**src/rtl/bus_initiator.sv**
```systemverilog
// Byte-wide bus initiator: turns 8/16-bit read/write commands into single-byte
// peripheral strobes. Optional `BUS_INITIATOR_WAIT_EN adds a bus_wait stall input.
module bus_initiator #(
    parameter int unsigned RD_LATENCY = 0
) (
    input  logic        clk,
    input  logic        reset,
    input  logic        cmd_valid,
    output logic        cmd_ready,
    input  logic        cmd_write,
    input  logic        cmd_wide,
    input  logic [23:0] cmd_address,
    input  logic [15:0] cmd_wdata,
    output logic        rsp_valid,
    output logic [15:0] rsp_rdata,
    output logic        bus_write,
    output logic        bus_read,
    output logic [23:0] bus_address_out,
    output logic [7:0]  bus_data_out,
    input  logic [7:0]  bus_data_in
`ifdef BUS_INITIATOR_WAIT_EN
    ,
    input  logic        bus_wait
`endif
);

    typedef enum logic [2:0] {IDLE, STROBE, HOLD, RWAIT, DONE} state_t;

    localparam logic [1:0] LAST_WAIT = (RD_LATENCY == 0) ? 2'd0 : 2'(RD_LATENCY - 1);

    state_t      state_q, state_d;
    logic        write_q, write_d;
    logic        wide_q, wide_d;
    logic [23:0] addr_q, addr_d;
    logic [15:0] wdata_q, wdata_d;
    logic        idx_q, idx_d;
    logic [1:0]  cnt_q, cnt_d;
    logic [7:0]  lo_q, lo_d;
    logic [15:0] rdata_q, rdata_d;

    logic        ready_c;
    logic        sample;
    logic        stall;
    logic [23:0] cur_addr;
    logic [7:0]  sel_byte;

`ifdef BUS_INITIATOR_WAIT_EN
    assign stall = bus_wait;
`else
    assign stall = 1'b0;
`endif

    // 24-bit add wraps naturally, so the high byte of 0xFFFFFF lands at 0x000000
    assign cur_addr  = addr_q + 24'(idx_q);
    assign sel_byte  = idx_q ? wdata_q[15:8] : wdata_q[7:0];
    // Gated by reset so ready drops immediately while reset is held
    assign cmd_ready = ready_c & reset;
    assign rsp_rdata = rdata_q;

    always_ff @(posedge clk or negedge reset) begin
        if (!reset) begin
            state_q <= IDLE;
            write_q <= 1'b0;
            wide_q  <= 1'b0;
            addr_q  <= '0;
            wdata_q <= '0;
            idx_q   <= 1'b0;
            cnt_q   <= '0;
            lo_q    <= '0;
            rdata_q <= '0;
        end else begin
            state_q <= state_d;
            write_q <= write_d;
            wide_q  <= wide_d;
            addr_q  <= addr_d;
            wdata_q <= wdata_d;
            idx_q   <= idx_d;
            cnt_q   <= cnt_d;
            lo_q    <= lo_d;
            rdata_q <= rdata_d;
        end
    end

    always_comb begin
        state_d         = state_q;
        write_d         = write_q;
        wide_d          = wide_q;
        addr_d          = addr_q;
        wdata_d         = wdata_q;
        idx_d           = idx_q;
        cnt_d           = cnt_q;
        lo_d            = lo_q;
        rdata_d         = rdata_q;
        ready_c         = 1'b0;
        rsp_valid       = 1'b0;
        bus_write       = 1'b0;
        bus_read        = 1'b0;
        bus_address_out = '0;
        bus_data_out    = '0;
        sample          = 1'b0;

        case (state_q)
            IDLE: begin
                ready_c = 1'b1;
                if (cmd_valid) begin
                    write_d = cmd_write;
                    wide_d  = cmd_wide;
                    addr_d  = cmd_address;
                    wdata_d = cmd_wdata;
                    idx_d   = 1'b0;
                    state_d = STROBE;
                end
            end
            STROBE: begin
                bus_address_out = cur_addr;
                if (write_q) begin
                    bus_write    = 1'b1;
                    bus_data_out = sel_byte;
                    if (!stall) state_d = HOLD;
                end else begin
                    bus_read = 1'b1;
                    if (!stall) begin
                        if (RD_LATENCY == 0) begin
                            sample = 1'b1;
                        end else begin
                            cnt_d   = '0;
                            state_d = RWAIT;
                        end
                    end
                end
            end
            HOLD: begin
                // Address/data stay valid one cycle past the strobe for late-latching peripherals
                bus_address_out = cur_addr;
                bus_data_out    = sel_byte;
                if (wide_q && !idx_q) begin
                    idx_d   = 1'b1;
                    state_d = STROBE;
                end else begin
                    state_d = DONE;
                end
            end
            RWAIT: begin
                bus_address_out = cur_addr;
                bus_read        = 1'b1;
                if (cnt_q == LAST_WAIT) sample = 1'b1;
                else                    cnt_d  = cnt_q + 2'd1;
            end
            DONE: begin
                rsp_valid = 1'b1;
                state_d   = IDLE;
            end
            default: state_d = IDLE;
        endcase

        if (sample) begin
            if (wide_q && !idx_q) begin
                lo_d    = bus_data_in;
                idx_d   = 1'b1;
                state_d = STROBE;
            end else begin
                rdata_d = wide_q ? {bus_data_in, lo_q} : {8'h00, bus_data_in};
                state_d = DONE;
            end
        end
    end

endmodule

```
**config.mk**
```make
export PLATFORM = sky130hd
export DESIGN_NAME = bus_initiator
export DESIGN_NICKNAME = d
export VERILOG_FILES = /design/src/rtl/bus_initiator.sv
export SDC_FILE = /design/constraint.sdc
export NUM_CORES = 1
export LEC_CHECK = 0
export ABC_AREA = 1
export BUFFER_PORTS_ARGS = -buffer_cell sky130_fd_sc_hd__buf_2
export CELL_PAD_IN_SITES_DETAIL_PLACEMENT = 1
export CELL_PAD_IN_SITES_GLOBAL_PLACEMENT = 2
export CORE_MARGIN = 4
export CORE_UTILIZATION = 28
export DETAILED_ROUTE_END_ITERATION = 8
export PLACE_DENSITY = 0.78
export SETUP_SLACK_MARGIN = 0.4
export SLEW_MARGIN = 20
export SYNTH_ARGS = -nofsm -noshare
export SYNTH_HDL_FRONTEND = slang
export SYNTH_SLANG_ARGS = --single-unit
```
**constraint.sdc**
```tcl
create_clock -name clk -period 2.1 [get_ports clk]
set_clock_uncertainty 0.2 [all_clocks]
set_input_delay 0.42 -clock clk [delete_from_list [all_inputs] [get_ports clk]]
set_output_delay 0.42 -clock clk [all_outputs]
set_load 0.01 [all_outputs]
```
; ---- Word level (Yosys, flattened, before mapping)
; Index checks and enable logic that the tools add are counted.
[op_classes]
n_reduce_logical = 10
mux = 23
n_eq_ne = 7
n_addsub = 2
bitwise = 3
[ops]
columns = operator, n
row1 = $add 24x1->24, 1
row2 = $mux 24, 1
row3 = $mux 16, 1
row4 = $mux 8, 2
row5 = $pmux 8 s2, 1
row6 = $mux 3, 4
row7 = $pmux 3 s4, 1
row8 = $mux 1, 10
row9 = $reduce_and 2->1, 4
row10 = $eq 3x2->1 const B, 2
row11 = $ne 3x3->1 const B, 2
row12 = $pmux 1 s2, 3
row13 = $eq 3x1->1 const B, 1
row14 = $eq 3x3->1 const B, 1
row15 = $logic_not 3->1, 1
row16 = $reduce_and 3->1, 1
row17 = $reduce_or 3->1, 1
row18 = $add 2x1->2 const B, 1
row19 = $logic_not 2->1, 1
row20 = $ne 2x2->1 const B, 1
row21 = $not 1->1, 2
row22 = $and 1x1->1, 1
row23 = $logic_and 1x1->1, 1
row24 = $logic_not 1->1, 1
[word_totals]
in_bits = 53
reg_bits = 72
out_inout_bits = 52
wordCells = 54

; ---- Depth between registers and ports, before layout
[depth]
word_depth = 6
mapped_depth = 10
ltp_nobuf = 10

; ---- Worst setup path before layout
; Ideal clock, no wire load.
[synth_path]
kind = reg-to-output
start = register idx_q
end = output port bus_address_out[16]
path_stages_with_launch = 11
required_ps = 1480
slack_ps = -58
arrival_time_ps = 1538
path_buffers = 0
path_cell_list = dfrtp_1 ha_1 ha_1 nand2_1 nor2_4 nand2_1 nor2_2 nand2_1 nand2_1 nand2_1 nor2_1
[synth_between]
elab_chain_cells = 2
[synth_rtl]
columns = element, line
row1 = "start, declared", 36  ; logic idx_q, idx_d;
row2 = "start signal, assigned", 77  ; idx_q <= idx_d;
row3 = $add 24x1->24, 54  ; assign cur_addr = addr_q + 24'(idx_q);
row4 = $mux 24, 102  ; case (state_q)
row5 = "end, declared", 18  ; output logic [23:0] bus_address_out,
; Every way passes these cells.

; ---- Final worst setup path
[layout_path]
start = register idx_q
end = output port bus_address_out[14]
; The elaborated chain is that of the path after synthesis.

==> results.yml <==
worst_setup_path:
  timing.critical_path.from_type: "register"
  type_of_the_worst_setup_path: "reg -> out"
  critical_path.endpoint_type: "output port"
  worstPathMaxFanout: 4
  cp_data_arrival_time_ns: 1.89
  cp_data_required_time_ns: 1.48
pwr:
  power_density_mw_per_mm2: 1600
  netSwitchingPower_mw: 4.34
  combPwrFrac_pct: 59.2
  leakage_nw: 3.09
  worst_ir_drop_vdd_mv: 0.545
  pwr-share-seq_pct: 25.3
  clkPwrFrac_pct: 15.5
  sw_frac_of_total_pct: 42.2
  cellInternalPower_mw: 5.94
  power_mw: 10.3
yosys:
  yosys-top-cells-area: "sky130_fd_sc_hd__dfrtp_1 47%, sky130_fd_sc_hd__nand2_1 11%, sky130_fd_sc_hd__mux2_4 9.8%"
  post_synth_inst_count: 440
  yosysTopAreaCellShare_pct: 47.2
  synth.cell_area_mm2: 0.00382
  most_used_flip_flop_cell_after_synthesis: "sky130_fd_sc_hd__dfrtp_1"
  postSynthRegisterBits: 72
  synth-edff-count: 0
  synth-warning-count: 0
  count_leader_synth: "sky130_fd_sc_hd__nand2_1"
  yosysSeqAreaShare_pct: 47.2
  ys_top_cells_by_count: "107 x sky130_fd_sc_hd__nand2_1, 72 x sky130_fd_sc_hd__dfrtp_1, 55 x sky130_fd_sc_hd__nor2_1"
  synth.avg_cell_area_um2: 8.68
  syn_nets: 496
  ys_types: 32
  ys_async_sr_fraction_pct: 100
  yosys.area.top_type: "sky130_fd_sc_hd__dfrtp_1"
grt:
  first_pass_grt_wire_length_um: 22100
  grt_pass1_vias: 4130
  globalRouteOverflowTotal: 0
  grt_antenna_before_repair: 0
  grt_util_all_layers_pct: 17.8
  grt_max_degree: 73
die:
  area_enclosed_by_the_die_boundary_mm2: 0.0156
  num_rows: 42
  die_width_um: 125
  top_level_ports: 105
  initial_utilization_pct: 28.7
  floorplan.core_area_mm2: 0.0133
  die_h_um: 125
drt:
  detailedRoute.firstIterationViolations: 115
  num_vias: 3775
  vias_per_cell: 4.70
  final_antenna_net_count: 0
  drt_drc_violations_left: 0
  drt-total-wl_um: 14300
  detail_route.first_pass.iterations: 4
  route.detailed.wl_per_inst_um: 17.8
timing:
  slew_violations: 0
  timing_worst_slew_pin_value_ns: 0.435
  final_setup_violating_endpoints: 34
  max-slew-margin-rel_pct: 71.0
  postLayoutSetupSlackWorst_ns: -0.414
  hold_viol: 0
  finalSetupTns_ns: -9.04
  period_minus_slack_ns: 2.51
  max_freq_mhz: 398
  rsz_0062_raised_after_global_routing: "true"
  post_route_fraction_of_the_period_consumed_by_the_critical_path_pct: 120
cts:
  htreeDepth: 3
  clk_path_buf_depth: 2
  clock-sinks: 72
  cts_root_cell: "sky130_fd_sc_hd__clkbuf_16"
  cts_inserted_buffers: 9
  cts.reportedPaths.clkPinSlew_ns: 0.06
  tritoncts: "yes"
  later_pin_clock_latency_in_the_skew_report_ns: 0.34
placement:
  placement.io_buffers: 104
  detailedPlacementHpwl_um: 8370
  gp_congestion: 0.860
  place_area_mm2: 0.00485
  place_ws_ns: -0.119
flow_run:
  maxCapViolCount: 0
layout:
  nets_finish: 680
  syn2layout_area_growth_pct: 67.8
  num-fill-cells: 1519
  layout.cell_area.non_filler_mm2: 0.00641
  layout-drive-gt1-share_pct: 55.9
  num_antenna_cells: 0
outcome:
  failed_checks: "negative setup slack"
  run_status: "finished with violations"
hold_path:
  hp-class: "in -> reg"
==> registers in the layout (all words and copies together) (netlist names) <==
register,count
lo_q,8
wdata_q,16
addr_q,24
rsp_rdata,16
write_q,1
wide_q,1
idx_q,1
cnt_q,2
state_q,3
==> power by group through the flow <==
stage	Combinational [mW]	Sequential [mW]	Clock, mW
after floorplan	2.65	2.50	0
after global placement	4.01	2.53	0
after detailed placement	4.11	2.57	0
after CTS	5.41	2.55	1.63
after global routing	6.60	2.70	1.73
final	6.08	2.60	1.59
==> area by class of cell <==
| type | count | area, um2 | share of cell area [%] |
|---|---|---|---|
| inverters | 41 | 181 | 2.83 |
| multi-input cells | 321 | 2450 | 38.2 |
| repair buffers | 179 | 1450 | 22.6 |
| clock buffers | 12 | 256 | 4.00 |
| well taps | 176 | 220 | 3.44 |
| clock inverters | 3 | 42.5 | 0.664 |
| flip-flops and latches | 72 | 1810 | 28.2 |
==> metrics by stage <==
stage | hold slack (ns) | util, % | instances
floorplan | -0.0756 | - | 440
global placement | 0.263 | 36.5 | 730
detailed placement | 0.277 | 36.5 | 730
CTS | 0.0938 | 44.6 | 781
global route | 0.0979 | 48.2 | 804
finish | 0.108 | 48.2 | 804
==> repair_timing <==
item,CTS,global route
setup endpoints to repair,99,107
gates cloned,12,2
pin swaps,37,51
gates resized for setup,106,65
hold endpoints to repair,72,0
buffers inserted,23,21
hold buffers,1,0
==> layout by cell type (no fill, tap or decap), types with 4 or more instances in the layout <==
cell type	netlist	routed
sky130_fd_sc_hd__buf_2	7	101
sky130_fd_sc_hd__nand2_1	107	85
sky130_fd_sc_hd__dfrtp_1	72	68
sky130_fd_sc_hd__buf_4	1	42
sky130_fd_sc_hd__inv_1	38	33
sky130_fd_sc_hd__mux2_4	25	30
sky130_fd_sc_hd__nor2_1	55	24
sky130_fd_sc_hd__nor2_4	2	23
sky130_fd_sc_hd__a21oi_2	7	22
sky130_fd_sc_hd__o21ai_1	8	22
sky130_fd_sc_hd__nand2_2	2	14
sky130_fd_sc_hd__nor2_2	4	14
sky130_fd_sc_hd__buf_6	4	14
sky130_fd_sc_hd__o21ai_2	1	12
sky130_fd_sc_hd__buf_12	0	12
sky130_fd_sc_hd__o21ai_0	36	11
sky130_fd_sc_hd__nand4_1	10	10
sky130_fd_sc_hd__a21oi_1	24	9
sky130_fd_sc_hd__clkbuf_16	0	9
sky130_fd_sc_hd__nand2_4	1	8
sky130_fd_sc_hd__nand2_8	0	7
sky130_fd_sc_hd__buf_16	0	7
sky130_fd_sc_hd__nand3_1	8	6
sky130_fd_sc_hd__inv_2	3	4
sky130_fd_sc_hd__o21ai_4	0	4
sky130_fd_sc_hd__dfrtp_2	0	4
==> worst max-delay path, cell delays in order (launching register included) <==
cell                      delay, ns
sky130_fd_sc_hd__dfrtp_1       0.40
sky130_fd_sc_hd__ha_4          0.16
sky130_fd_sc_hd__ha_4          0.14
sky130_fd_sc_hd__nand2_4       0.06
sky130_fd_sc_hd__nor2_4        0.16
sky130_fd_sc_hd__buf_4         0.15
sky130_fd_sc_hd__nand3_1       0.11
sky130_fd_sc_hd__o21ai_2       0.17
sky130_fd_sc_hd__a21oi_2       0.07
sky130_fd_sc_hd__buf_2         0.14
==> worst paths after layout <==
| path | depth (start not counted) | slack, ns | endpoint | start |
|---|---|---|---|---|
| setup reg to reg | 10 | 0.07 | rsp_rdata[10]$_DFFE_PN0P_ | state_q[2]$_DFFE_PN0P_ |
| min in group asynchronous | 3 | 0.52 | state_q[0]$_DFFE_PN0P_ | reset |
| hold reg to reg | 2 | 0.29 | lo_q[2]$_DFFE_PN0P_ | lo_q[2]$_DFFE_PN0P_ |
| setup / recovery | 9 | -0.41 | bus_address_out[14] | idx_q$_DFF_PN0_ |
| max in group asynchronous | 3 | 0.79 | addr_q[4]$_DFFE_PN0P_ | reset |
| hold / removal | 2 | 0.11 | addr_q[5]$_DFFE_PN0P_ | cmd_address[5] |
==> cells by family after synthesis <==
kind of cell,share of synthesized area (%)
flip-flops,47.2
XOR/XNOR,0.688
AO/OA/AOI/OAI,11.2
multiplexers,11.3
adder cells (fa/ha/maj),0.983
buffers and inverters,6.52
AND/OR/NAND/NOR,22.2
==> metal layers <==
layer,vias to the layer above,share of wire (%),global-route usage (%)
li1,1827,-,-
met1,1864,42,21.3
met2,76,54,32.0
met3,8,3.3,3.64
met4,0,0.74,5.35
met5,-,0,0
(Power assumes the default switching activity.)
